**src/rtl/mem_access_unit.sv**
```systemverilog
// rtl/mem_access_unit.sv - load/store initiator between the CPU pipeline and a synchronous-read RAM
//
// Ports:
//   clk, rst                  clock, synchronous active-high reset
//   req_valid/req_ready       CPU request handshake (accepted when both high on a clk edge)
//   req_we, req_size          store/load select, access size (00 byte, 01 half, 10 word, 11 reserved)
//   req_unsigned              loads: 1 = zero-extend, 0 = sign-extend
//   req_addr, req_wdata       byte address, right-aligned store data
//   resp_valid/resp_ready     CPU response handshake
//   resp_rdata, resp_err      extended load data, misaligned/reserved-size flag
//   ram_wren, ram_address     RAM write enable, word-aligned RAM byte address
//   ram_write_data, ram_data  RAM write word, RAM read word (valid one cycle after address)
module mem_access_unit #(
    parameter int ADDR_W = 20
) (
    input  logic              clk,
    input  logic              rst,
    input  logic              req_valid,
    output logic              req_ready,
    input  logic              req_we,
    input  logic [1:0]        req_size,
    input  logic              req_unsigned,
    input  logic [ADDR_W-1:0] req_addr,
    input  logic [31:0]       req_wdata,
    output logic              resp_valid,
    input  logic              resp_ready,
    output logic [31:0]       resp_rdata,
    output logic              resp_err,
    output logic              ram_wren,
    output logic [ADDR_W-1:0] ram_address,
    output logic [31:0]       ram_write_data,
    input  logic [31:0]       ram_data
);

    typedef enum logic [2:0] {
        IDLE,
        ISSUE,
        WAIT,
        WRITE,
        RESP
    } state_t;

    localparam logic [1:0] SIZE_BYTE = 2'b00;
    localparam logic [1:0] SIZE_HALF = 2'b01;
    localparam logic [1:0] SIZE_WORD = 2'b10;

    state_t      state;
    logic        we_q;
    logic [1:0]  size_q;
    logic        uns_q;
    logic [1:0]  lane_q;
    logic [15:0] wdata_q;
    logic        wren_q;

    logic        req_bad;
    logic [7:0]  byte_sel;
    logic [15:0] half_sel;
    logic [31:0] load_ext;
    logic [31:0] merged;

    assign req_ready = (state == IDLE);

    // A write already registered for this cycle must not reach the RAM while reset is high.
    assign ram_wren = wren_q & ~rst;

    always_comb begin
        req_bad = 1'b0;
        case (req_size)
            SIZE_HALF: req_bad = req_addr[0];
            SIZE_WORD: req_bad = (req_addr[1:0] != 2'b00);
            SIZE_BYTE: req_bad = 1'b0;
            default:   req_bad = 1'b1;
        endcase
    end

    // Lane extraction and extension of the word arriving from the RAM in WAIT.
    always_comb begin
        byte_sel = 8'h00;
        case (lane_q)
            2'd0: byte_sel = ram_data[7:0];
            2'd1: byte_sel = ram_data[15:8];
            2'd2: byte_sel = ram_data[23:16];
            default: byte_sel = ram_data[31:24];
        endcase
        half_sel = lane_q[1] ? ram_data[31:16] : ram_data[15:0];

        load_ext = ram_data;
        case (size_q)
            SIZE_BYTE: load_ext = uns_q ? {24'h000000, byte_sel} : {{24{byte_sel[7]}}, byte_sel};
            SIZE_HALF: load_ext = uns_q ? {16'h0000, half_sel} : {{16{half_sel[15]}}, half_sel};
            default:   load_ext = ram_data;
        endcase
    end

    // Read-modify-write merge: only the addressed lane is replaced.
    always_comb begin
        merged = ram_data;
        if (size_q == SIZE_BYTE) begin
            case (lane_q)
                2'd0: merged[7:0]   = wdata_q[7:0];
                2'd1: merged[15:8]  = wdata_q[7:0];
                2'd2: merged[23:16] = wdata_q[7:0];
                default: merged[31:24] = wdata_q[7:0];
            endcase
        end else if (lane_q[1]) begin
            merged[31:16] = wdata_q;
        end else begin
            merged[15:0] = wdata_q;
        end
    end

    always_ff @(posedge clk) begin
        if (rst) begin
            state          <= IDLE;
            we_q           <= 1'b0;
            size_q         <= 2'b00;
            uns_q          <= 1'b0;
            lane_q         <= 2'b00;
            wdata_q        <= 16'h0000;
            wren_q         <= 1'b0;
            resp_valid     <= 1'b0;
            resp_err       <= 1'b0;
            resp_rdata     <= 32'h0;
            ram_address    <= '0;
            ram_write_data <= 32'h0;
        end else begin
            wren_q         <= 1'b0;
            ram_write_data <= 32'h0;
            case (state)
                IDLE: begin
                    if (req_valid) begin
                        we_q    <= req_we;
                        size_q  <= req_size;
                        uns_q   <= req_unsigned;
                        lane_q  <= req_addr[1:0];
                        wdata_q <= req_wdata[15:0];
                        if (req_bad) begin
                            state      <= RESP;
                            resp_valid <= 1'b1;
                            resp_err   <= 1'b1;
                            resp_rdata <= 32'h0;
                        end else begin
                            state       <= ISSUE;
                            ram_address <= {req_addr[ADDR_W-1:2], 2'b00};
                            // Full-word stores need no read, so the write goes out in ISSUE.
                            if (req_we && req_size == SIZE_WORD) begin
                                wren_q         <= 1'b1;
                                ram_write_data <= req_wdata;
                            end
                        end
                    end
                end
                ISSUE: begin
                    if (we_q && size_q == SIZE_WORD) begin
                        state      <= RESP;
                        resp_valid <= 1'b1;
                        resp_err   <= 1'b0;
                        resp_rdata <= 32'h0;
                    end else begin
                        state <= WAIT;
                    end
                end
                WAIT: begin
                    if (we_q) begin
                        state          <= WRITE;
                        wren_q         <= 1'b1;
                        ram_write_data <= merged;
                    end else begin
                        state      <= RESP;
                        resp_valid <= 1'b1;
                        resp_err   <= 1'b0;
                        resp_rdata <= load_ext;
                    end
                end
                WRITE: begin
                    state      <= RESP;
                    resp_valid <= 1'b1;
                    resp_err   <= 1'b0;
                    resp_rdata <= 32'h0;
                end
                RESP: begin
                    if (resp_ready) begin
                        state      <= IDLE;
                        resp_valid <= 1'b0;
                    end
                end
                default: state <= IDLE;
            endcase
        end
    end

endmodule

```
**config.mk**
```make
export PLATFORM = sky130hd
export DESIGN_NAME = mem_access_unit
export DESIGN_NICKNAME = d
export VERILOG_FILES = /design/src/rtl/mem_access_unit.sv
export SDC_FILE = /design/constraint.sdc
export NUM_CORES = 1
export LEC_CHECK = 0
export CAP_MARGIN = 20
export CORE_MARGIN = 2
export CORE_UTILIZATION = 45
export DETAILED_ROUTE_END_ITERATION = 7
export PLACE_DENSITY = 0.8
export SLEW_MARGIN = 25
export SYNTH_ARGS = -nofsm -noshare
export SYNTH_HDL_FRONTEND = slang
export SYNTH_SLANG_ARGS = --single-unit
```
**constraint.sdc**
```tcl
create_clock -name clk -period 2.3 [get_ports clk]
set_input_delay 0.46 -clock clk [delete_from_list [all_inputs] [get_ports clk]]
set_output_delay 0.46 -clock clk [all_outputs]
set_load 0.05 [all_outputs]
```
==> Yosys cells after proc, flatten, opt, wreduce, memory -nomap -nowiden <==
Index checks and enable logic that the tools add are counted.
{ "totals": {"reg_bits": 110, "in_bits": 92, "out_inout_bits": 88, "elab_cells": 88} }
{ "op_classes": {"eq_ne": 15, "mux": 43, "n_bitwise": 3, "n_reduce_logical": 15} }
{ "op_table": {"columns": ["operator", "n"], "rows": [
  ["two-way mux 32 bit", 11],
  ["case mux 32 bit (2 select lines)", 2],
  ["case mux 32 bit (4 select lines)", 1],
  ["two-way mux 16 bit", 3],
  ["two-way mux 8 bit", 4],
  ["case mux 8 bit (3 select lines)", 1],
  ["two-way mux 3 bit", 5],
  ["case mux 3 bit (5 select lines)", 1],
  ["two-way mux 1 bit", 11],
  ["!= test 2 bit (second input constant)", 4],
  ["== test 2 x 1 -> 1 bit (second input constant)", 3],
  ["== test 2 bit (second input constant)", 3],
  ["== test 3 x 2 -> 1 bit (second input constant)", 2],
  ["logical NOT 2 bit", 3],
  ["AND reduction 6 bit", 1],
  ["case mux 1 bit (5 select lines)", 1],
  ["AND reduction 5 bit", 1],
  ["nonzero test 5 bit", 1],
  ["case mux 1 bit (4 select lines)", 1],
  ["AND reduction 2 bit", 2],
  ["nonzero test 4 bit", 1],
  ["== test 3 x 1 -> 1 bit (second input constant)", 1],
  ["== test 3 bit (second input constant)", 1],
  ["logical NOT 3 bit", 1],
  ["9 further kinds", 11]
]} }

==> Longest topological paths before layout <==
{ "logic_depth": {"word_depth": 6, "mapped_depth": 7, "ltp_nobuf": 4} }

==> Worst setup path after synthesis <==
No wires, ideal clock.
{ "synth_path": {"path_kind": "input port to flip-flop", "startpoint": "input port req_addr[1]", "endpoint": "register resp_rdata[6]", "setup_time_ns": 0.121, "t_arrival_ns": 1.911, "t_required_ns": 2.179, "setup_slack_ns": 0.268, "cell_stages": 5, "n_path_buf": 1, "path_cell_list": "or3_1 > clkbuf_1 > a311o_1 > nand2_2 > mux2_2"} }
{ "synth_via": {"elab_chain_len": 4} }
{ "synth_rtl": {"columns": ["item", "line_no", "text"], "rows": [
  ["from (decl)", "23", "input logic [ADDR_W-1:0] req_addr,"],
  ["nonzero test 2 bit", "70", "SIZE_WORD: req_bad = (req_addr[1:0] != 2'b00);"],
  ["case mux 1 bit (3 select lines)", "68", "case (req_size)"],
  ["!= test 2 x 1 -> 1 bit (no line)", null, null],
  ["AND reduction 5 bit (no line)", null, null],
  ["to (signal assigned)", "172", "resp_rdata <= load_ext;"],
  ["to (decl)", "27", "output logic [31:0] resp_rdata,"]
]} }
No other way between the ends.
A chain may end at the register's enable or synchronous reset.

==> Final worst setup path <==
{ "layout_path": {"startpoint": "input port req_valid", "endpoint": "register ram_write_data[7]"} }
{ "layout_via": {"elab_chain_len": 2} }
{ "layout_rtl": {"columns": ["item", "line_no", "text"], "rows": [
  ["from (decl)", "18", "input logic req_valid,"],
  ["two-way mux 32 bit", "131", "if (req_valid) begin"],
  ["case mux 32 bit (2 select lines)", "129", "case (state)"],
  ["to (signal assigned)", "148", "ram_write_data <= req_wdata;"],
  ["to (signal assigned)", "167", "ram_write_data <= merged;"],
  ["to (decl)", "31", "output logic [31:0] ram_write_data,"]
]} }
No other way between the ends.

==> impl_summary.log <==
[metrics] result of the run: finished, final reports clean
[metrics] leakage power: around 2.7 nW
[metrics] via-per-instance ratio: roughly 5.6
[metrics] average footprint of a synthesized cell: between 8 and 9 um^2
[metrics] fraction of layout cells with a size suffix above 1: 11.7%
[metrics] fill cell total of the finished layout: between 800 and 900
[metrics] count of flip-flops with a built-in enable after synthesis: 0
[metrics] synthesized instance count: slightly above 600
[metrics] total global-route track usage: between 20% and 30%
[metrics] Avg WL per Cell: 17.7 um
[metrics] CTS Hold Bufs: 0
[metrics] logic depth of the worst setup path including buffers: 6
[metrics] router iterations before antenna repair: 5
[metrics] endpoint kind of the worst setup timing path: register
[metrics] worst reg2reg path depth: 5
[metrics] library cell with the largest summed area after synthesis: sky130_fd_sc_hd__dfxtp_1
[metrics] number of clock sinks seen by CTS: 110
[metrics] worst-case clock skew: between 0.007 and 0.008 ns
[metrics] Initial Utilization: 46.7%
[metrics] clock tree buffer depth: 2
[metrics] final antenna-violating net count: 0
[metrics] Core Util, Final: ~69%
[metrics] height of the die: 111 um
[metrics] adder-cell area share of the yosys netlist: 0%
[metrics] FF-to-FF setup slack: between 0.2 and 0.25 ns
[metrics] Nets: ~870
[metrics] Setup Total Neg Slack: 0 ns
[metrics] area of the mapped netlist: around 5100 um^2
[metrics] top post-synthesis cells by area: sky130_fd_sc_hd__dfxtp_1 (43%), sky130_fd_sc_hd__a21oi_1 (8.5%), sky130_fd_sc_hd__nand2_1 (8.5%)
[metrics] count of maximum capacitance violations: 0
[metrics] share of synthesized area spent on multiplexers: roughly 5%
[metrics] number of different library cells in the post-synthesis netlist: 50
[metrics] setup repair after global routing missed its margin: no
[metrics] post-CTS resize count: 0
[metrics] P per Cell Area: 648 nW/um^2
[metrics] highest clock rate: between 400 and 500 MHz
[metrics] number of global-route vias before repair: approximately 5000
[metrics] Warnings, synthesis: 0
[metrics] horizontal die dimension: between 100 and 150 um
[metrics] share of Yosys cell area claimed by the top area cell type: a little over two fifths
[metrics] count of input and output buffers: ~180
[metrics] total of endpoints with negative setup slack in the final report: 0
[metrics] cell with the biggest individual delay on the critical path: sky130_fd_sc_hd__or4b_1
[metrics] number of buffers inserted to repair setup after CTS: 0
[metrics] prevailing post-synth register cell: sky130_fd_sc_hd__dfxtp_1
[metrics] count of final hold-check violations: 0
[metrics] critical path, cell by cell: clkdlybuf4s50_1, or4b_1, a2111oi_4, buf_4, nand2_1, a21oi_1
[metrics] PnR Total Power: roughly 4.9 mW
[metrics] register bit total from synthesis: 110
[metrics] actual slew at the worst max-slew pin: around 0.56 ns
[metrics] synthesized-area fraction occupied by ao, oa, aoi and oai cells: between 20% and 30%
[metrics] count of buffering cells on the critical path with inverters included: 2
[metrics] path category of the worst min-delay check: reg -> reg
[metrics] area of the die: about 12000 um^2
[metrics] Worst-path clk slew: approximately 0.070 ns
[metrics] CP max FO: 16
[metrics] slowest cell delay on critical path: between 0.5 and 0.6 ns
[metrics] Period minus WS final: 2.12 ns
[metrics] aggregate routed wire length: 16400 um
[metrics] top cell family by delay on the critical path: buffers and inverters
[metrics] number of cells on the worst hold path: 2
[metrics] maximum ir drop on the vdd rail: roughly 0.4 mV
[metrics] total vias in the final route: 5188
[metrics] worst slew slack as a fraction of its limit: a little over three fifths
[metrics] cts bufs inserted: 9
[metrics] HPWL reported at the end of detailed placement: between 10000 and 15000 um
[metrics] antenna violations before repair: 0
[metrics] Max H-tree Level: 3
[metrics] GR Overflow Total: 0
[metrics] Worst Path Arrival: around 2.4 ns
[metrics] Clk Tree Root Cell: sky130_fd_sc_hd__clkbuf_16
[metrics] drt drc: 0
[metrics] iteration-0 DRC count of the detailed router: approximately 400
[metrics] largest net degree at the start of global routing: 38
[metrics] # IOs: 180
[metrics] CTS tree: done
[metrics] xor and xnor fraction of the mapped netlist area: 0%
[metrics] last weighted congestion value of the routability-driven placer: approximately 0.9
[metrics] portion of the clock cycle consumed by the worst path in the final layout: 92.2%
[metrics] dominant combinational cell family by area after synthesis: compound AO/OA/AOI/OAI gates
[metrics] Placeable Area: between 10000 and 15000 um^2
[metrics] area fraction in and, or, nand and nor cells after synthesis: around a fifth
[metrics] clock latency on the worst-skew pair: around 0.35 ns
[metrics] async set-reset flop share out of synthesis: 0%
[metrics] Slew Viols, Final: 0
[metrics] wire length of the first global-routing pass: between 20000 and 30000 um
[metrics] kind of start point of the critical path: input port
[metrics] row count: 38
[metrics] Syn-to-layout area delta: 47.2%
[metrics] share of the yosys chip area belonging to registers: between 40% and 50%
[metrics] CP Class: in -> reg
[metrics] Worst EP required: 2.55 ns
[metrics] # diodes: 0
## where the power goes
group          total, mW  internal, mW  switching, mW
Sequential          2.03          1.97         0.0634
Combinational      0.947         0.413          0.534
Clock               1.90          1.20          0.695
## metal layers
layer | track usage [%] | vias to the layer above | routed length, um | part of all wire, %
met3 | 6.97 | 27 | 1300 | 7.9
li1 | - | 2492 | - | -
met5 | 0 | - | 0 | 0
met2 | 43.6 | 232 | 7810 | 48
met4 | 8.42 | 0 | 325 | 2.0
met1 | 33.4 | 2437 | 6960 | 42
## flip-flops by register name, summed over array words and instances, names as in the netlist
name / flops
lane_q: 2
we_q: 1
uns_q: 1
resp_valid: 1
ram_write_data: 32
resp_rdata: 32
wdata_q: 16
state: 3
size_q: 2
ram_address: 18
resp_err: 1
wren_q: 1
## worst paths after layout
path | from | endpoint
hold reg to reg | ram_address[11]$_SDFFE_PP0P_ | ram_address[11]$_SDFFE_PP0P_
setup / recovery | req_valid | ram_write_data[7]$_SDFF_PP0_
setup reg to reg | state[0]$_SDFFE_PP0P_ | ram_write_data[7]$_SDFF_PP0_
hold / removal | ram_address[11]$_SDFFE_PP0P_ | ram_address[11]$_SDFFE_PP0P_
## metrics by stage
| stage | instances | hold WS [ns] | setup WS [ns] | cell area (um^2) |
|---|---|---|---|---|
| after floorplan | 611 | 0.433 | 0.268 | 5110 |
| after global placement | 911 | 0.441 | -0.153 | 7150 |
| after detailed placement | 911 | 0.448 | -0.181 | 7150 |
| after CTS | 927 | 0.456 | 0.181 | 7520 |
| after global routing | 927 | 0.468 | 0.0873 | 7520 |
| final | 927 | 0.455 | 0.180 | 7520 |
## tightest hold or removal path, delay by kind of cell, from the launching register on
family             cells  cell delay [ns]
AOI/OAI and AO/OA      1             0.05
DFF                    1             0.31
and+or+nand+nor        1             0.05
## cell usage in the layout, fill, tap and decap left out, types with 3 or more instances in the layout
cell and n:
sky130_fd_sc_hd__o21ai_0 41, sky130_fd_sc_hd__clkdlybuf4s50_1 174, sky130_fd_sc_hd__buf_4 36, sky130_fd_sc_hd__o221ai_1 17
sky130_fd_sc_hd__clkbuf_16 9, sky130_fd_sc_hd__a32o_1 7, sky130_fd_sc_hd__a22o_1 7, sky130_fd_sc_hd__buf_12 3
sky130_fd_sc_hd__mux2i_1 8, sky130_fd_sc_hd__nand2b_1 36, sky130_fd_sc_hd__a21boi_0 17, sky130_fd_sc_hd__nor2b_1 13
sky130_fd_sc_hd__inv_1 4, sky130_fd_sc_hd__bufinv_16 4, sky130_fd_sc_hd__nor2_1 6, sky130_fd_sc_hd__nand2_1 116
sky130_fd_sc_hd__nor3_1 5, sky130_fd_sc_hd__dfxtp_1 110, sky130_fd_sc_hd__o211ai_1 6, sky130_fd_sc_hd__a22o_2 9
sky130_fd_sc_hd__a21oi_1 87, sky130_fd_sc_hd__and3_1 16, sky130_fd_sc_hd__mux2_2 15
## final cells by class
cell class              count  area [um^2]  share of cell area, %
clock buffers              10          239                   3.18
clock inverters             6          133                   1.76
inverters                   4         15.0                  0.200
multi-input cells         443         2680                   35.6
flip-flops and latches    110         2200                   29.3
well taps                 140          175                   2.33
repair buffers            214         2080                   27.6
## Yosys cell counts (2+ instances only)
cell type / number
sky130_fd_sc_hd__a211oi_1: 2
sky130_fd_sc_hd__a21oi_2: 2
sky130_fd_sc_hd__o221ai_1: 17
sky130_fd_sc_hd__nor2_1: 6
sky130_fd_sc_hd__nor2b_1: 13
sky130_fd_sc_hd__nand2b_1: 36
sky130_fd_sc_hd__a21oi_1: 87
sky130_fd_sc_hd__a32o_1: 7
sky130_fd_sc_hd__a22o_2: 9
sky130_fd_sc_hd__inv_1: 4
sky130_fd_sc_hd__o211ai_1: 6
sky130_fd_sc_hd__o21a_1: 2
sky130_fd_sc_hd__nor3_1: 5
sky130_fd_sc_hd__buf_6: 2
sky130_fd_sc_hd__nor4_1: 2
sky130_fd_sc_hd__o2bb2ai_1: 2
sky130_fd_sc_hd__buf_4: 2
sky130_fd_sc_hd__dfxtp_1: 110
sky130_fd_sc_hd__nand2_1: 116
sky130_fd_sc_hd__and3_1: 16
sky130_fd_sc_hd__or3b_2: 2
sky130_fd_sc_hd__o21ai_0: 41
sky130_fd_sc_hd__mux2i_1: 8
sky130_fd_sc_hd__mux2_2: 15
sky130_fd_sc_hd__or3_1: 2
sky130_fd_sc_hd__nor3b_1: 2
sky130_fd_sc_hd__buf_2: 10
sky130_fd_sc_hd__a21boi_0: 17
sky130_fd_sc_hd__buf_1: 2
sky130_fd_sc_hd__a22o_1: 7
sky130_fd_sc_hd__clkbuf_1: 38
sky130_fd_sc_hd__nand3b_1: 2
## kinds of logic (layout without fill, tap and decap cells)
group / count (synthesis) / after routing
and+or+nand+nor: 210 / 210
muxes: 23 / 23
AOI/OAI and AO/OA: 208 / 208
other: 1 / 2
buffers and inverters: 58 / 234
DFF: 110 / 110
No activity file was read; power rests on OpenSTA's default activity.
